--- config.mk ---
export PLATFORM = sky130hd
export DESIGN_NAME = wb_arbiter
export DESIGN_NICKNAME = d
export VERILOG_FILES = /design/src/rtl/rv32i_pkg.sv /design/src/rtl/wb_arbiter_if.sv /design/src/rtl/wb_hold_slot.sv /design/src/rtl/wb_arbiter.sv
export SDC_FILE = /design/constraint.sdc
export NUM_CORES = 1
export LEC_CHECK = 0
export BUFFER_PORTS_ARGS = -buffer_cell sky130_fd_sc_hd__buf_2
export CAP_MARGIN = 20
export CORE_ASPECT_RATIO = 1.25
export CORE_MARGIN = 3
export CORE_UTILIZATION = 30
export CTS_CLUSTER_DIAMETER = 120
export CTS_CLUSTER_SIZE = 20
export DETAILED_ROUTE_END_ITERATION = 8
export PLACE_DENSITY_LB_ADDON = 0.25
export SLEW_MARGIN = 5
export SYNTH_ARGS = -nofsm -noshare
export SYNTH_HDL_FRONTEND = slang
export SYNTH_HIERARCHICAL = 1
export SYNTH_SLANG_ARGS = --single-unit
--- constraint.sdc ---
create_clock -name clk -period 3.35 [get_ports clk]
set_input_delay 0.67 -clock clk [delete_from_list [all_inputs] [get_ports clk]]
set_output_delay 0.67 -clock clk [all_outputs]
set_load 0.02 [all_outputs]
--- src/rtl/rv32i_pkg.sv ---
// rtl/rv32i_pkg.sv - shared write-back source encoding, constants and priority helper
package rv32i_pkg;

    typedef enum logic [1:0] {
        WB_SRC_LOAD,
        WB_SRC_JUMP,
        WB_SRC_ALU
    } wb_src_e;

    localparam int NUM_WB_SRC = 3;
    localparam logic [4:0] REG_X0 = 5'd0;

    // One-hot pick of the highest-priority requester: load > jump > alu.
    function automatic logic [NUM_WB_SRC-1:0] wb_fixed_pick(input logic [NUM_WB_SRC-1:0] req);
        logic [NUM_WB_SRC-1:0] pick;
        pick = '0;
        if (req[WB_SRC_LOAD]) begin
            pick[WB_SRC_LOAD] = 1'b1;
        end else if (req[WB_SRC_JUMP]) begin
            pick[WB_SRC_JUMP] = 1'b1;
        end else if (req[WB_SRC_ALU]) begin
            pick[WB_SRC_ALU] = 1'b1;
        end
        return pick;
    endfunction

endpackage

--- src/rtl/wb_arbiter_if.sv ---
// rtl/wb_arbiter_if.sv - valid/ready write handshake from one result source
interface wb_arbiter_if #(
    parameter int XLEN = 32
);
    logic            wvalid;
    logic            wready;
    logic [4:0]      waddr;
    logic [XLEN-1:0] wdata;

    modport master (output wvalid, output waddr, output wdata, input wready);
    modport slave  (input wvalid, input waddr, input wdata, output wready);
endinterface

--- src/rtl/wb_hold_slot.sv ---
// rtl/wb_hold_slot.sv - one-entry result holding slot with refill-on-grant, x0 drop, optional loss counter (WB_ARB_STARVE_GUARD_EN)
module wb_hold_slot
    import rv32i_pkg::*;
#(
    parameter int XLEN         = 32,
    parameter int STARVE_LIMIT = 4
) (
    input  logic             clk,
    input  logic             rst,
    wb_arbiter_if.slave      src_if,
    input  logic             grant_i,
    output logic             valid_o,
    output logic [4:0]       addr_o,
    output logic [XLEN-1:0]  data_o,
    output logic             starved_o
);

    localparam logic [2:0] LIMIT_C = 3'(STARVE_LIMIT);

    logic            valid_q, valid_d;
    logic [4:0]      addr_q, addr_d;
    logic [XLEN-1:0] data_q, data_d;
    logic            take;

    // A granted slot drains this cycle, so it can accept a replacement at once.
    assign src_if.wready = ~valid_q | grant_i;

    // Writes to x0 complete the handshake but are never stored.
    assign take = src_if.wvalid & src_if.wready & (src_if.waddr != REG_X0);

    // Next slot contents: a refill overrides the drain caused by a grant.
    always_comb begin
        valid_d = valid_q;
        addr_d  = addr_q;
        data_d  = data_q;
        if (grant_i) begin
            valid_d = 1'b0;
        end
        if (take) begin
            valid_d = 1'b1;
            addr_d  = src_if.waddr;
            data_d  = src_if.wdata;
        end
    end

    // Slot storage.
    always_ff @(posedge clk) begin
        if (rst) begin
            valid_q <= 1'b0;
            addr_q  <= '0;
            data_q  <= '0;
        end else begin
            valid_q <= valid_d;
            addr_q  <= addr_d;
            data_q  <= data_d;
        end
    end

    assign valid_o = valid_q;
    assign addr_o  = addr_q;
    assign data_o  = data_q;

`ifdef WB_ARB_STARVE_GUARD_EN
    logic [2:0] cnt_q, cnt_d;

    // Count lost arbitrations while occupied; saturate at the limit.
    always_comb begin
        cnt_d = cnt_q;
        if (!valid_q || grant_i) begin
            cnt_d = 3'd0;
        end else if (cnt_q != LIMIT_C) begin
            cnt_d = cnt_q + 3'd1;
        end
    end

    // Loss counter register.
    always_ff @(posedge clk) begin
        if (rst) begin
            cnt_q <= 3'd0;
        end else begin
            cnt_q <= cnt_d;
        end
    end

    assign starved_o = valid_q & (cnt_q == LIMIT_C);
`else
    // Without the guard the limit has no consumer.
    logic unused_limit;
    assign unused_limit = ^LIMIT_C;
    assign starved_o    = 1'b0;
`endif

endmodule

--- src/rtl/wb_arbiter.sv ---
// rtl/wb_arbiter.sv - write-back arbiter for ALU/load/jump results onto the register-file write port (option: WB_ARB_STARVE_GUARD_EN)
module wb_arbiter
    import rv32i_pkg::*;
#(
    parameter int XLEN         = 32,
    parameter int STARVE_LIMIT = 4
) (
    input  logic             clk,
    input  logic             rst,
    input  logic             i_alu_wvalid,
    output logic             o_alu_wready,
    input  logic [4:0]       i_alu_waddr,
    input  logic [XLEN-1:0]  i_alu_wdata,
    input  logic             i_load_wvalid,
    output logic             o_load_wready,
    input  logic [4:0]       i_load_waddr,
    input  logic [XLEN-1:0]  i_load_wdata,
    input  logic             i_jump_wvalid,
    output logic             o_jump_wready,
    input  logic [4:0]       i_jump_waddr,
    input  logic [XLEN-1:0]  i_jump_wdata,
    output logic             o_wb_rd_wvalid,
    output logic [4:0]       o_wb_rd_waddr,
    output logic [XLEN-1:0]  o_wb_rd_wdata,
    output logic             o_busy
);

    wb_arbiter_if #(.XLEN(XLEN)) load_if ();
    wb_arbiter_if #(.XLEN(XLEN)) jump_if ();
    wb_arbiter_if #(.XLEN(XLEN)) alu_if ();

    assign load_if.wvalid = i_load_wvalid;
    assign load_if.waddr  = i_load_waddr;
    assign load_if.wdata  = i_load_wdata;
    assign o_load_wready  = load_if.wready;

    assign jump_if.wvalid = i_jump_wvalid;
    assign jump_if.waddr  = i_jump_waddr;
    assign jump_if.wdata  = i_jump_wdata;
    assign o_jump_wready  = jump_if.wready;

    assign alu_if.wvalid  = i_alu_wvalid;
    assign alu_if.waddr   = i_alu_waddr;
    assign alu_if.wdata   = i_alu_wdata;
    assign o_alu_wready   = alu_if.wready;

    logic [NUM_WB_SRC-1:0] slot_valid;
    logic [NUM_WB_SRC-1:0] slot_starved;
    logic [NUM_WB_SRC-1:0] grant;
    logic [4:0]            slot_addr [NUM_WB_SRC];
    logic [XLEN-1:0]       slot_data [NUM_WB_SRC];

    wb_hold_slot #(.XLEN(XLEN), .STARVE_LIMIT(STARVE_LIMIT)) u_load_slot (
        .clk       (clk),
        .rst       (rst),
        .src_if    (load_if),
        .grant_i   (grant[WB_SRC_LOAD]),
        .valid_o   (slot_valid[WB_SRC_LOAD]),
        .addr_o    (slot_addr[WB_SRC_LOAD]),
        .data_o    (slot_data[WB_SRC_LOAD]),
        .starved_o (slot_starved[WB_SRC_LOAD])
    );

    wb_hold_slot #(.XLEN(XLEN), .STARVE_LIMIT(STARVE_LIMIT)) u_jump_slot (
        .clk       (clk),
        .rst       (rst),
        .src_if    (jump_if),
        .grant_i   (grant[WB_SRC_JUMP]),
        .valid_o   (slot_valid[WB_SRC_JUMP]),
        .addr_o    (slot_addr[WB_SRC_JUMP]),
        .data_o    (slot_data[WB_SRC_JUMP]),
        .starved_o (slot_starved[WB_SRC_JUMP])
    );

    wb_hold_slot #(.XLEN(XLEN), .STARVE_LIMIT(STARVE_LIMIT)) u_alu_slot (
        .clk       (clk),
        .rst       (rst),
        .src_if    (alu_if),
        .grant_i   (grant[WB_SRC_ALU]),
        .valid_o   (slot_valid[WB_SRC_ALU]),
        .addr_o    (slot_addr[WB_SRC_ALU]),
        .data_o    (slot_data[WB_SRC_ALU]),
        .starved_o (slot_starved[WB_SRC_ALU])
    );

    // Pick one occupied slot; starved slots pre-empt the fixed order when guarded.
    always_comb begin
`ifdef WB_ARB_STARVE_GUARD_EN
        if (|slot_starved) begin
            grant = wb_fixed_pick(slot_starved);
        end else begin
            grant = wb_fixed_pick(slot_valid);
        end
`else
        grant = wb_fixed_pick(slot_valid);
`endif
    end

    logic            wb_valid_q, wb_valid_d;
    logic [4:0]      wb_addr_q, wb_addr_d;
    logic [XLEN-1:0] wb_data_q, wb_data_d;

    // Select the granted slot; address/data hold when nothing is granted.
    always_comb begin
        wb_valid_d = |grant;
        wb_addr_d  = wb_addr_q;
        wb_data_d  = wb_data_q;
        for (int i = 0; i < NUM_WB_SRC; i++) begin
            if (grant[i]) begin
                wb_addr_d = slot_addr[i];
                wb_data_d = slot_data[i];
            end
        end
    end

    // Registered register-file write port.
    always_ff @(posedge clk) begin
        if (rst) begin
            wb_valid_q <= 1'b0;
            wb_addr_q  <= '0;
            wb_data_q  <= '0;
        end else begin
            wb_valid_q <= wb_valid_d;
            wb_addr_q  <= wb_addr_d;
            wb_data_q  <= wb_data_d;
        end
    end

    assign o_wb_rd_wvalid = wb_valid_q;
    assign o_wb_rd_waddr  = wb_addr_q;
    assign o_wb_rd_wdata  = wb_data_q;
    assign o_busy         = |slot_valid;

endmodule

# After elaboration in Yosys (flattened, before gate mapping)
# Cells that the tools add are included.
[word_totals] regBits=152 output_inout_bits=42 word_cells=50 in_bits=116
[classes] n_reduce_logical=9 bitwise_logic=12 n_mux=17
[ops] operator="32-bit 2-to-1 mux" count=3
[ops] operator="5-bit 2-to-1 mux" count=3
[ops] operator="5-bit nonzero test" count=3
[ops] operator="1-bit 2-to-1 mux" count=10
[ops] operator="1-bit bitwise AND" count=6
[ops] operator="2-bit nonzero test" count=3
[ops] operator="3-bit OR reduction" count=2
[ops] operator="1-bit inverter" count=3
[ops] operator="1-bit bitwise OR" count=3
[ops] operator="3-bit nonzero test" count=1
[ops] operator="2-bit 2-to-1 mux" count=1

# Depth between registers and ports, before layout
[depth] word_depth=7 mapped_depth=8 mapped_depth_nobuf=4

# Hierarchy
# Netlist, hierarchy kept.
[by_module_without_submodules] module="wb_hold_slot" cells_each=168 area_each_um2=1706.6 seq_area_each_um2=760.7 instances=3
[by_module_without_submodules] module="wb_arbiter" cells_each=219 area_each_um2=2519.9 seq_area_each_um2=760.7 instances=1

# Least setup slack after synthesis
# Ideal clock, no wire load.
[synth_timing] kind="flip-flop to flip-flop" from="reg u_jump_slot.valid_q, in the netlist u_jump_slot/valid_o" to="reg u_jump_slot.data_q[10], in the netlist u_jump_slot/data_o[10]" stages_incl_launch_ff=9 setup_ns=0.072 slack_ns=1.409 path_buffers=4 required_time_ns=3.278 synth_period_minus_slack_ns=1.941 t_arrival_ns=1.869 path_cell_list="dfxtp_1 > buf_2 > buf_6 > nor2b_1 > nand2b_1 > o211a_1 > buf_6 > buf_6 > mux2i_1"
[synth_between] elab_chain_cells=5 word_cells_on_any_way=6 classes_between="mux (2); bitwise (4)"
[synth_lines] element="start: declaration" line_no="wb_hold_slot.sv:20" text="logic valid_q, valid_d;"
[synth_lines] element="start signal: assignment" line_no="wb_hold_slot.sv:53" text="valid_q <= valid_d;"
[synth_lines] element="1-bit 2-to-1 mux" line_no="rv32i_pkg.sv:19" text="end else if (req[WB_SRC_JUMP]) begin"
[synth_lines] element="2-bit 2-to-1 mux" line_no="rv32i_pkg.sv:17" text="if (req[WB_SRC_LOAD]) begin"
[synth_lines] element="net grant[1]" line_no="wb_arbiter.sv:49" text="logic [NUM_WB_SRC-1:0] grant;"
[synth_lines] element="1-bit bitwise OR" line_no="wb_hold_slot.sv:26" text="assign src_if.wready = ~valid_q | grant_i;"
[synth_lines] element="net o_jump_wready" line_no="wb_arbiter.sv:19" text="output logic o_jump_wready,"
[synth_lines] element="1-bit bitwise AND (2 in a row)" line_no="wb_hold_slot.sv:29" text="assign take = src_if.wvalid & src_if.wready & (src_if.waddr != REG_X0);"
[synth_lines] element="end signal: assignment" line_no="wb_hold_slot.sv:55" text="data_q <= data_d;"
[synth_lines] element="end: declaration" line_no="wb_hold_slot.sv:22" text="logic [XLEN-1:0] data_q, data_d;"
# The timed path passes the listed nets, and every way through them passes these cells.
# A chain may end at the register's enable or synchronous reset.

# Worst setup path in the final report
[layout_timing] from="reg u_load_slot.valid_q, in the netlist u_load_slot/valid_o" to="out o_jump_wready"
[layout_between] elab_chain_cells=2
[layout_lines] element="start: declaration" line_no="wb_hold_slot.sv:20"
[layout_lines] element="start signal: assignment" line_no="wb_hold_slot.sv:53"
[layout_lines] element="2-bit 2-to-1 mux" line_no="rv32i_pkg.sv:17"
[layout_lines] element="net grant[1]" line_no="wb_arbiter.sv:49"
[layout_lines] element="1-bit bitwise OR" line_no="wb_hold_slot.sv:26"
[layout_lines] element="end: declaration" line_no="wb_arbiter.sv:19"
# The timed path passes the listed nets, and every way through them passes these cells.

==> impl_metrics.toml <==
[finish]
post-route-util_pct = 36.9
finalNetCount = 954
num-fill-cells = 2505
antenna_cells = 0
drive_above_1_share_pct = 30.8
fin_cells = 1180
syn2layout_area_growth_pct = 20.0
multi_input_area_mm2 = 0.00415
ff_latch_area_mm2 = 0.00305
final_area_mm2 = 0.00912

[placed_design]
place_inst = 1149
dpl_cell_area_mm2 = 0.00851
dp_hpwl_um = 12600
numPortBuffers = 157
routabilityCongestion = 0.735
pre_cts_ws_ns = 0.836

[setup_path]
crit_required_ns = 2.68
r2r_slack_ns = 0.80
path_class = "flop to output pin"
worst_path_max_delay_cell = "dfxtp_4"
endpoint_kind = "output pin"
start_kind = "flop"
cp.arrival_ns = 2.21
path_delay_family = "buffers and inverters"
path_buf_inv = 2
crit_chain = "buf_4 > nor2b_1 > nand2b_1 > buf_2"
slowest_delay_ns = 0.64
worst-path-max-fanout = 42

[timing]
period_minus_slack_ns = 2.88
hold_slack_ns = 0.470
slew_viol_final = 0
fmax_mhz = 348
worstMarginPinSlew_ns = 0.858
skew_ns = 0.0102
rsz0062_at_grt = "false"
setup_viol = 0
relSlewSlack_pct = 42.8
setup-tns-final_ns = 0
finalHoldViolations = 0
timing.final.crit_share_pct = 85.8
setup_ws_ns = 0.475

[clock_network]
post_cts_buffers = 0
cts.sink_count = 152
clock_latency_ns = 0.42
cts_tree = "done"
root_buffer = "clkbuf_16"
cts_buffer_depth = 2
clk_pin_slew_ns = 0.06
cts-buffers-inserted = 17
htreeDepth = 4
ctsHoldBuffers = 0
cts.repair.resized = 0

[synth]
syn_inst = 717
avgSynthCellArea_um2 = 10.6
yosys_warnings = 6
syn_area_mm2 = 0.00761
syn_nets = 833

[route]
dr_total_vias = 5332
vias_per_cell = 4.52
final_antenna_net_count = 0
finalWirelength_um = 19000
drc = 0
dr.first_iter.drc_count = 251
wl_per_cell_um = 16.1
dr.pass1.iters = 5

[grt]
grt.met1_usage_pct = 18.2
busiest_layer = "met2"
met2_usage_pct = 22.6
grt_pass1_vias = 5398
grt_max_degree = 118
antenna_found_initial = 3
track_usage_pct = 13.9
met3_usage_pct = 3.53
grt_pass1_wl_um = 29800
gr-total-overflow = 0

[flow_run]
drv_cap = 0

[pwr]
totalPowerFinal_mw = 4.82
ir_drop_mv = 0.335
p_leak_nw = 3.62
power.density_mw_per_mm2 = 528

[die]
die_w_um = 148
coreArea_mm2 = 0.0247
dieArea_mm2 = 0.0273
pin_count = 158
initial_core_util_pct = 30.7
fp.dieH_um = 184
rows = 64

[min_path]
min_path_type = "flop to flop"

[outcome]
status = "finished, final reports clean"
## cell usage in the layout, fill, tap and decap left out, types with 6 or more instances in the layout
cell / count
nand2b_1: 253
buf_2: 156
dfxtp_1: 150
mux2i_1: 102
nor2b_1: 39
a221oi_2: 30
o32ai_2: 30
clkbuf_16: 17
nand4b_1: 9
a221oi_1: 7
o32ai_1: 7
buf_4: 6
o21ai_0: 6
o21ai_1: 6
## final cells by class
cell class / count / area share (%)
Clock inverter: 11 / 1.88
Multi-Input combinational cell: 501 / 45.5
Timing Repair Buffer: 166 / 9.83
Tap cell: 330 / 4.53
Sequential cell: 152 / 33.4
Clock buffer: 20 / 4.90
## worst min-delay path, stage by stage (launching register included)
cell and delay, ns:
dfxtp_1 0.31, nand2b_1 0.06, o21ai_1 0.05
## path summary, 6_finish.rpt
kind | start | endpoint | cells past startpoint
worst min-delay path | u_load_slot/addr_o[2]$_SDFFE_PP0P_ | u_load_slot/addr_o[2]$_SDFFE_PP0P_ | 2
worst min register to register | u_load_slot/addr_o[2]$_SDFFE_PP0P_ | u_load_slot/addr_o[2]$_SDFFE_PP0P_ | 2
worst max register to register | u_jump_slot/valid_o$_SDFFE_PP0P_ | u_alu_slot/data_o[8]$_SDFFE_PP0P_ | 5
worst max-delay path | u_load_slot/valid_o$_SDFFE_PP0P_ | o_jump_wready | 4
## power by group
part	switching [mW]	internal, mW	total (mW)	leakage, nW
Combinational	0.388	0.344	0.732	2.06
Clock	0.767	1.27	2.03	0.305
Sequential	0.103	1.95	2.05	1.25
Total	1.26	3.56	4.82	3.62
## state kept, by name (all words and copies together), names as in the netlist
name and flops:
o_wb_rd_wdata 32, u_alu_slot/data_o 32, u_jump_slot/data_o 32, u_load_slot/data_o 32, o_wb_rd_waddr 5, u_alu_slot/addr_o 5, u_jump_slot/addr_o 5, u_load_slot/addr_o 5
o_wb_rd_wvalid 1, u_alu_slot/valid_o 1, u_jump_slot/valid_o 1, u_load_slot/valid_o 1
## per-layer routing
metal / part of all wire [%] / up-vias
met3: 4.3 / 18
met1: 47 / 2466
li1: - / 2738
met2: 48 / 104
met4: 0.97 / 6
met5: 0.21 / -
Power figures use the tool's default switching activity.
